--- src/rtl/sha256_pkg.sv ---
// Shared SHA-256 message-schedule types and constants.
package sha256_pkg;

    typedef logic [31:0] word_t;

    localparam int unsigned SHA256_ROUNDS = 64;
    localparam int unsigned SCHED_WINDOW  = 16;
    localparam int unsigned T_W           = $clog2(SHA256_ROUNDS);
    localparam logic [T_W-1:0] LAST_T     = T_W'(SHA256_ROUNDS - 1);

    // Small-sigma rotation and shift amounts
    localparam int unsigned S0_R1 = 7;
    localparam int unsigned S0_R2 = 18;
    localparam int unsigned S0_SH = 3;
    localparam int unsigned S1_R1 = 17;
    localparam int unsigned S1_R2 = 19;
    localparam int unsigned S1_SH = 10;

    typedef enum logic [0:0] {
        StIdle,
        StRun
    } sched_state_e;

endpackage

--- src/rtl/sha256_small_sigma.sv ---
// SHA-256 small sigma: rotr(R1) ^ rotr(R2) ^ shr(SH). Purely combinational.
module sha256_small_sigma
    import sha256_pkg::*;
#(
    parameter int unsigned R1 = 7,
    parameter int unsigned R2 = 18,
    parameter int unsigned SH = 3
) (
    input  logic [31:0] i_x,
    output logic [31:0] o_y
);

    word_t w_rot1;
    word_t w_rot2;
    word_t w_shr;

    // Fixed rotations and shift are just wiring
    always_comb begin
        w_rot1 = (i_x >> R1) | (i_x << (32 - R1));
        w_rot2 = (i_x >> R2) | (i_x << (32 - R2));
        w_shr  = i_x >> SH;
        o_y    = w_rot1 ^ w_rot2 ^ w_shr;
    end

endmodule

--- src/rtl/sha256_msg_schedule.sv ---
// SHA-256 message-schedule expander: takes one 512-bit block and streams W[0..63].
// Optional feature: define SCHED_IDX_OUT_EN to expose the word index on o_w_idx.
module sha256_msg_schedule
    import sha256_pkg::*;
(
    input  logic         i_clk,
    input  logic         i_rst_n,
    input  logic         i_blk_valid,
    output logic         o_blk_ready,
    input  logic [511:0] i_blk_data,
    output logic         o_w_valid,
    input  logic         i_w_ready,
    output logic [31:0]  o_w_data,
    output logic         o_w_last
`ifdef SCHED_IDX_OUT_EN
    ,
    output logic [5:0]   o_w_idx
`endif
);

    sched_state_e   r_state;
    sched_state_e   w_state_next;
    word_t          r_window [SCHED_WINDOW];
    logic [T_W-1:0] r_t;

    word_t w_sigma0;
    word_t w_sigma1;
    word_t w_new_word;
    logic  w_blk_accept;
    logic  w_w_xfer;

    sha256_small_sigma #(
        .R1 (S0_R1),
        .R2 (S0_R2),
        .SH (S0_SH)
    ) u_sigma0 (
        .i_x (r_window[1]),
        .o_y (w_sigma0)
    );

    sha256_small_sigma #(
        .R1 (S1_R1),
        .R2 (S1_R2),
        .SH (S1_SH)
    ) u_sigma1 (
        .i_x (r_window[14]),
        .o_y (w_sigma1)
    );

    // Handshakes, outputs and next-state decode; outputs depend on state/registers only
    always_comb begin
        w_state_next = r_state;
        o_blk_ready  = (r_state == StIdle);
        o_w_valid    = (r_state == StRun);
        o_w_data     = r_window[0];
        o_w_last     = (r_state == StRun) && (r_t == LAST_T);
        w_blk_accept = i_blk_valid && o_blk_ready;
        w_w_xfer     = o_w_valid && i_w_ready;
        // Single-cycle expansion: sigma1(W[t+14]) + W[t+9] + sigma0(W[t+1]) + W[t]
        w_new_word   = w_sigma1 + r_window[9] + w_sigma0 + r_window[0];
        unique case (r_state)
            StIdle: if (w_blk_accept) w_state_next = StRun;
            StRun:  if (w_w_xfer && (r_t == LAST_T)) w_state_next = StIdle;
            default: w_state_next = StIdle;
        endcase
    end

    // FSM state register
    always_ff @(posedge i_clk or negedge i_rst_n) begin
        if (!i_rst_n) begin
            r_state <= StIdle;
        end else begin
            r_state <= w_state_next;
        end
    end

    // Window shift register: load on accept, shift in the new word on each transfer
    always_ff @(posedge i_clk or negedge i_rst_n) begin
        if (!i_rst_n) begin
            for (int k = 0; k < SCHED_WINDOW; k++) begin
                r_window[k] <= '0;
            end
        end else if (w_blk_accept) begin
            for (int k = 0; k < SCHED_WINDOW; k++) begin
                r_window[k] <= i_blk_data[511 - 32*k -: 32];
            end
        end else if (w_w_xfer) begin
            for (int k = 0; k < SCHED_WINDOW - 1; k++) begin
                r_window[k] <= r_window[k+1];
            end
            r_window[SCHED_WINDOW-1] <= w_new_word;
        end
    end

    // Word index counter; wraps to 0 after the last word, which is harmless
    always_ff @(posedge i_clk or negedge i_rst_n) begin
        if (!i_rst_n) begin
            r_t <= '0;
        end else if (w_blk_accept) begin
            r_t <= '0;
        end else if (w_w_xfer) begin
            r_t <= r_t + T_W'(1);
        end
    end

`ifdef SCHED_IDX_OUT_EN
    assign o_w_idx = r_t;
`endif

endmodule
--- config.mk ---
export PLATFORM = sky130hd
export DESIGN_NAME = sha256_msg_schedule
export DESIGN_NICKNAME = d
export VERILOG_FILES = /design/src/rtl/sha256_pkg.sv /design/src/rtl/sha256_small_sigma.sv /design/src/rtl/sha256_msg_schedule.sv
export SDC_FILE = /design/constraint.sdc
export NUM_CORES = 1
export LEC_CHECK = 0
export CORE_MARGIN = 2
export CORE_UTILIZATION = 40
export DETAILED_ROUTE_END_ITERATION = 16
export PLACE_DENSITY = 0.73
export SLEW_MARGIN = 20
export SYNTH_ARGS = -nofsm -noshare
export SYNTH_HDL_FRONTEND = slang
export SYNTH_SLANG_ARGS = --single-unit
--- constraint.sdc ---
create_clock -name i_clk -period 10.2 [get_ports i_clk]
set_input_delay 1.53 -clock i_clk [delete_from_list [all_inputs] [get_ports i_clk]]
set_output_delay 1.53 -clock i_clk [all_outputs]
set_load 0.005 [all_outputs]
======== After elaboration in Yosys (flattened, before gate mapping) ========
Cells that the tools add are included.
word-level totals
  bits in registers ....................... 519
  input port bits ......................... 516
  output and inout port bits .............. 35
  word-level logic and storage cells ...... 44
cells by class
  $add $sub $neg .......................... 4
  equality and inequality tests ........... 1
  muxes and demuxes ....................... 7
  bitwise operators ....................... 9
  reduce and logical (&&, ||, !) cells .... 5
operator list
  operator             number
  $mux 512             2
  $add 32x32->32       3
  $xor 32x32->32       2
  $or 13x32->32        1
  $or 14x32->32        1
  $or 15x32->32        1
  $or 25x32->32        1
  $xor 32x22->32       1
  $xor 32x29->32       1
  $mux 6               2
  $add 6x1->6 const B  1
  $eq 6x6->1 const B   1
  $logic_and 1x1->1    4
  $mux 1               2
  $pmux 1 s2           1
  $reduce_bool 2->1    1
  $not 1->1            1

======== Logic depth before layout (Yosys ltp) ========
  depth after elaboration ................. 8
  gate-level depth with buffers ........... 15
  gate-level depth less buffers ........... 14

======== By module ========
Synthesis repeated with hierarchy kept, for this count alone.
unflattened totals
  cells, all modules ...................... 3404
  area total of the unflattened synthesis .. 28244.6 um^2
modules (own cells, without submodules)
  module                          instances  cells an instance  area an instance (um^2)  sequential area each (um^2)
  sha256_msg_schedule             1          3340               26907.1                  12987.5
  sha256_small_sigma at u_sigma0  1          32                 726.9                    0.0
  sha256_small_sigma at u_sigma1  1          32                 610.6                    0.0

======== Worst setup path before layout ========
Ideal clock, no wire load.
  path kind ............................... register to register
  start ................................... reg r_window[456] (netlist bit)
  end ..................................... reg r_window[25] (netlist bit)
  library setup time ...................... 0.120 ns
  arrival time ............................ 3.750 ns
  data required time ...................... 10.080 ns
  slack ................................... 6.330 ns
  cell stages (with the launch flop) ...... 16
  buffers on the path ..................... 1
  period minus slack after synthesis ...... 3.870 ns
  path through ............................ dfrtp_1 -> clkbuf_1 -> xor2_1 -> xnor2_1 -> fa_1 -> inv_1 -> fa_1 -> ha_1 -> fa_1 -> a211o_1 -> o211ai_2 -> a211oi_2 -> o21ai_1 -> a21oi_2 -> or3_1 -> a31o_1
between the ends
  word-level cells in the longest chain between the ends .. 7
  elaborated cells on any way between the ends .. 8
  those cells by class .................... 2 x add/sub; 2 x mux; 4 x bitwise
ends and longest elaborated chain
  item                                                   RTL line                                            text
  from (decl)                                            sha256_msg_schedule.sv:23                           word_t r_window [SCHED_WINDOW];
  from (signal, indexed assignment)                      sha256_msg_schedule.sv:85                           r_window[k] <= i_blk_data[511 - 32*k -: 32];
  from (signal, indexed assignment)                      sha256_msg_schedule.sv:89                           r_window[k] <= r_window[k+1];
  from (signal, indexed assignment)                      sha256_msg_schedule.sv:91                           r_window[SCHED_WINDOW-1] <= w_new_word;
  $or 25x32->32 / $or 14x32->32 (equally long branches)  sha256_small_sigma.sv:19, sha256_small_sigma.sv:20
  $xor 32x32->32                                         sha256_small_sigma.sv:22                            o_y = w_rot1 ^ w_rot2 ^ w_shr;
  $xor 32x29->32 *                                       sha256_small_sigma.sv:22
  $add 32x32->32 * (2 in series)                         sha256_msg_schedule.sv:60                           w_new_word = w_sigma1 + r_window[9] + w_sigma0 + r_window[0];
  $mux 512 *                                             sha256_msg_schedule.sv:87                           end else if (w_w_xfer) begin
  $mux 512 *                                             sha256_msg_schedule.sv:83                           end else if (w_blk_accept) begin
Every way passes the cells marked *; elsewhere a longest branch is shown, timed or not. The select of a mux whose other input is x is not followed.
A chain may end at the register's enable or synchronous reset.

======== Worst setup path in the final report ========
  start ................................... reg r_window[467] (netlist bit)
  end ..................................... reg r_window[27] (netlist bit)
between the ends
  word-level cells in the longest chain between the ends .. 7
  elaborated cells on any way between the ends .. 8
  those cells by class .................... 2 x add/sub; 2 x mux; 4 x bitwise
ends and longest elaborated chain
  item                                                   RTL line
  $or 14x32->32 / $or 25x32->32 (equally long branches)  sha256_small_sigma.sv:20, sha256_small_sigma.sv:19
  $xor 32x32->32                                         sha256_small_sigma.sv:22
  $xor 32x29->32 *                                       sha256_small_sigma.sv:22
  $add 32x32->32 * (2 in series)                         sha256_msg_schedule.sv:60
  $mux 512 *                                             sha256_msg_schedule.sv:87
  $mux 512 *                                             sha256_msg_schedule.sv:83
Marked as above.

==> results.cfg <==
[run_status]
status = finished, final reports clean

[synthesis]
syn_inst = 3442
yosysMostFrequentCell = nand2_1
ys.flop_type = dfrtp_1
ys_types = 58
yosys.area.top_type = dfrtp_1
syn-cell-area_mm2 = 0.02789
synth_area_leaders = dfrtp_1 (47%), nand2_1 (14%), a31oi_1 (11%), nor2_1 (6.9%), fa_1 (4.5%)
avgSynthCellArea_um2 = 8.103
synth_top_area_share = 0.4656
synth_common_cells = nand2_1 (1056), dfrtp_1 (519), nor2_1 (510)
ys_warn_count = 0
syn_nets = 4052
yosysSeqAreaShare = 0.4656
synth_seq_cells = 519
postSynth.asyncResetShare = 1.000
synth_enable_flop_cells = 0

[cts]
cts_root_buf = clkbuf_16
cts_hold_repair.buffers = 0
cts_buffer_depth = 3
post_cts_resize_count = 0
clk-insertion-delay-late_ps = 650
path_clk_slew_ps = 60
cts.sinks = 519
tritoncts = yes
post-cts-setup-buffer-count = 0
htreeDepth = 2
numCtsBuffers = 56

[setup_path]
end_kind = flop
critPathMaxStageDelay_ps = 630
start_kind = flop
r2r-start = r_window[467]
crit_slowest_cell = dfrtp_1
critical_path_peak_fanout = 5
startpoint = r_window[467]
critPathKind = reg -> reg
cp.required_ps = 10670
arrival_ps = 5080
cpMostUsedCell = fa_1
critical_path.cell_chain = xor2_1 -> xnor2_1 -> fa_1 -> inv_1 -> fa_1 -> ha_1 -> fa_1 -> a211o_1 -> o211ai_2 -> a211oi_2 -> o21ai_1 -> a21oi_2 -> a2111oi_0 -> a211oi_1

[global_routing]
grt_max_degree = 261
grt_pass1_vias = 24490
grt_overflow_total = 0
grt_pass1_wl_mm = 152.8
grt.total_usage = 0.2858
grt_antenna_before_repair = 26

[sta]
maxSlewViolCount = 0
hold_slack_ps = 529.8
min_period_over_period = 0.4514
finalSetupViolations = 0
min_period_ps = 4604
setup_ws_ps = 5596
skew_ps = 36.23
rsz0062_at_grt = no
fmax_mhz = 217.2
maxSlewHeadroom = 0.2715
tns_ps = 0
hold_viol_final = 0
tightest_slew_ps = 1093

[die]
coreArea_mm2 = 0.06883
die_h_um = 268.1
num_io_pins = 551
initial_utilization = 0.4053
rows = 96
dieArea_mm2 = 0.07186
die_width_um = 268.1

[drt]
routedWlPerCell_um = 22.03
firstDrtPassIters = 10
via_per_inst = 5.421
ant_nets = 0
wl_mm = 104.7
drt_iter0_markers = 3001
vias = 25770
drc_errors = 0

[final_layout]
layout-drive-gt1-share = 0.03450
final_area_mm2 = 0.03549
syn2layout_area_growth_pct = 27.24
nNetsFinal = 4361
stdcell_count = 4754
utilization = 0.5156
fillers = 6411

[pwr]
peakVddDrop_v = 0.0004396
p_leak_nw = 15.55
power.density_mw_per_mm2 = 345.8
power_mw = 12.27

[min_path]
hp-class = reg -> reg
min_from = r_t[4]

[place]
gp_congestion = 0.9428
place_area_mm2 = 0.03351
hpwlAfterDp_mm = 76.63
dp_slack_ps = 5271
portBuffers = 550
placed_cells = 4624

[job]
cap_violations = 0
==> area by class of cell <==
| class | instances | area (um^2) | share of cell area |
|---|---|---|---|
| diodes | 26 | 65.06 | 0.001833 |
| clock buffers | 76 | 1567 | 0.04414 |
| clock inverters | 28 | 350.3 | 0.009872 |
| inverters | 123 | 461.7 | 0.01301 |
| multi-input cells | 2481 | 13130 | 0.3700 |
| flip-flops and latches | 519 | 12990 | 0.3660 |
| well taps | 931 | 1165 | 0.03282 |
| repair buffers | 570 | 5761 | 0.1623 |
==> layout by cell type (no fill, tap or decap), types with 3 or more instances in the layout <==
cell             netlist  layout
ha_1                  32      32
or3_1                  4       4
bufinv_16              0       5
clkbuf_8               0       9
xor2_1                62      62
buf_12                 0       8
clkinv_4               0       3
clkbuf_1             258      11
o211ai_1               3       3
clkbuf_16              0      56
nand3_1               11      11
inv_1                123     123
o21ai_0               18      18
a2111o_1               3       3
a21o_1                16      16
a21oi_1               35      35
nand2_1             1056    1054
clkdlybuf4s50_1        0     549
fa_1                  62      62
nand2b_1               3       3
and3_1                16      16
dfrtp_1              519     519
a211o_1                3       3
and2_1                 3       3
nand4_1                5       5
o21bai_1               3       3
nor2_1               510     510
nor3_1                 3       3
o21a_1                 6       6
clkinv_2               0      11
a211oi_1               8       8
nor4_1                 4       4
buf_4                 32      12
inv_6                  0       3
o21ai_1                4       4
diode_2                0      26
xnor2_1               78      78
a31oi_1              497     497
==> critical path, delay by kind of cell, from the launching register on <==
family,cells,cell delay [ps]
XOR/XNOR,2,380
adder cells (fa/ha/maj),4,1570
flip-flops,1,630
buffers and inverters,1,110
AO/OA/AOI/OAI,7,1770
==> worst paths after layout <==
kind / depth (start not counted) / end / slack, ps
worst max-delay path: 14 / r_window[27] / 5600
worst min-delay path: 2 / r_t[4] / 530
worst max register to register: 14 / r_window[27] / 5600
worst min register to register: 2 / r_t[4] / 530
max in group asynchronous: 3 / r_window[355] / 7090
min in group asynchronous: 1 / r_window[47] / 960
==> routing by layer <==
| layer | share of wire | GRT usage |
|---|---|---|
| met5 | 0.0020 | 0.01689 |
| met4 | 0.038 | 0.1218 |
| met3 | 0.089 | 0.06533 |
| met2 | 0.46 | 0.4396 |
| met1 | 0.41 | 0.3866 |
==> state kept, by name, indices dropped and copies added, names as in the netlist <==
register   count
o_w_data      32
o_w_valid      1
r_t            6
r_window     480
==> cell families (layout without fill, tap and decap cells) <==
family,after synthesis,in the layout,synth area share
AO/OA/AOI/OAI,623,623,0.1436
XOR/XNOR,140,140,0.04396
adder cells (fa/ha/maj),94,94,0.05886
buffers and inverters,442,797,0.06433
flip-flops,519,519,0.4656
multiplexers,2,2,0.0007178
other,0,26,0
AND/OR/NAND/NOR,1622,1622,0.2229
==> where the power goes <==
part / total [mW] / switching [mW] / internal (mW) / leakage (nW)
combinational: 6.95 / 4.16 / 2.79 / 9.35
sequential: 3.18 / 0.583 / 2.60 / 5.26
clock: 2.14 / 0.922 / 1.22 / 0.942
Note: power is estimated with default switching activity, not from simulation.
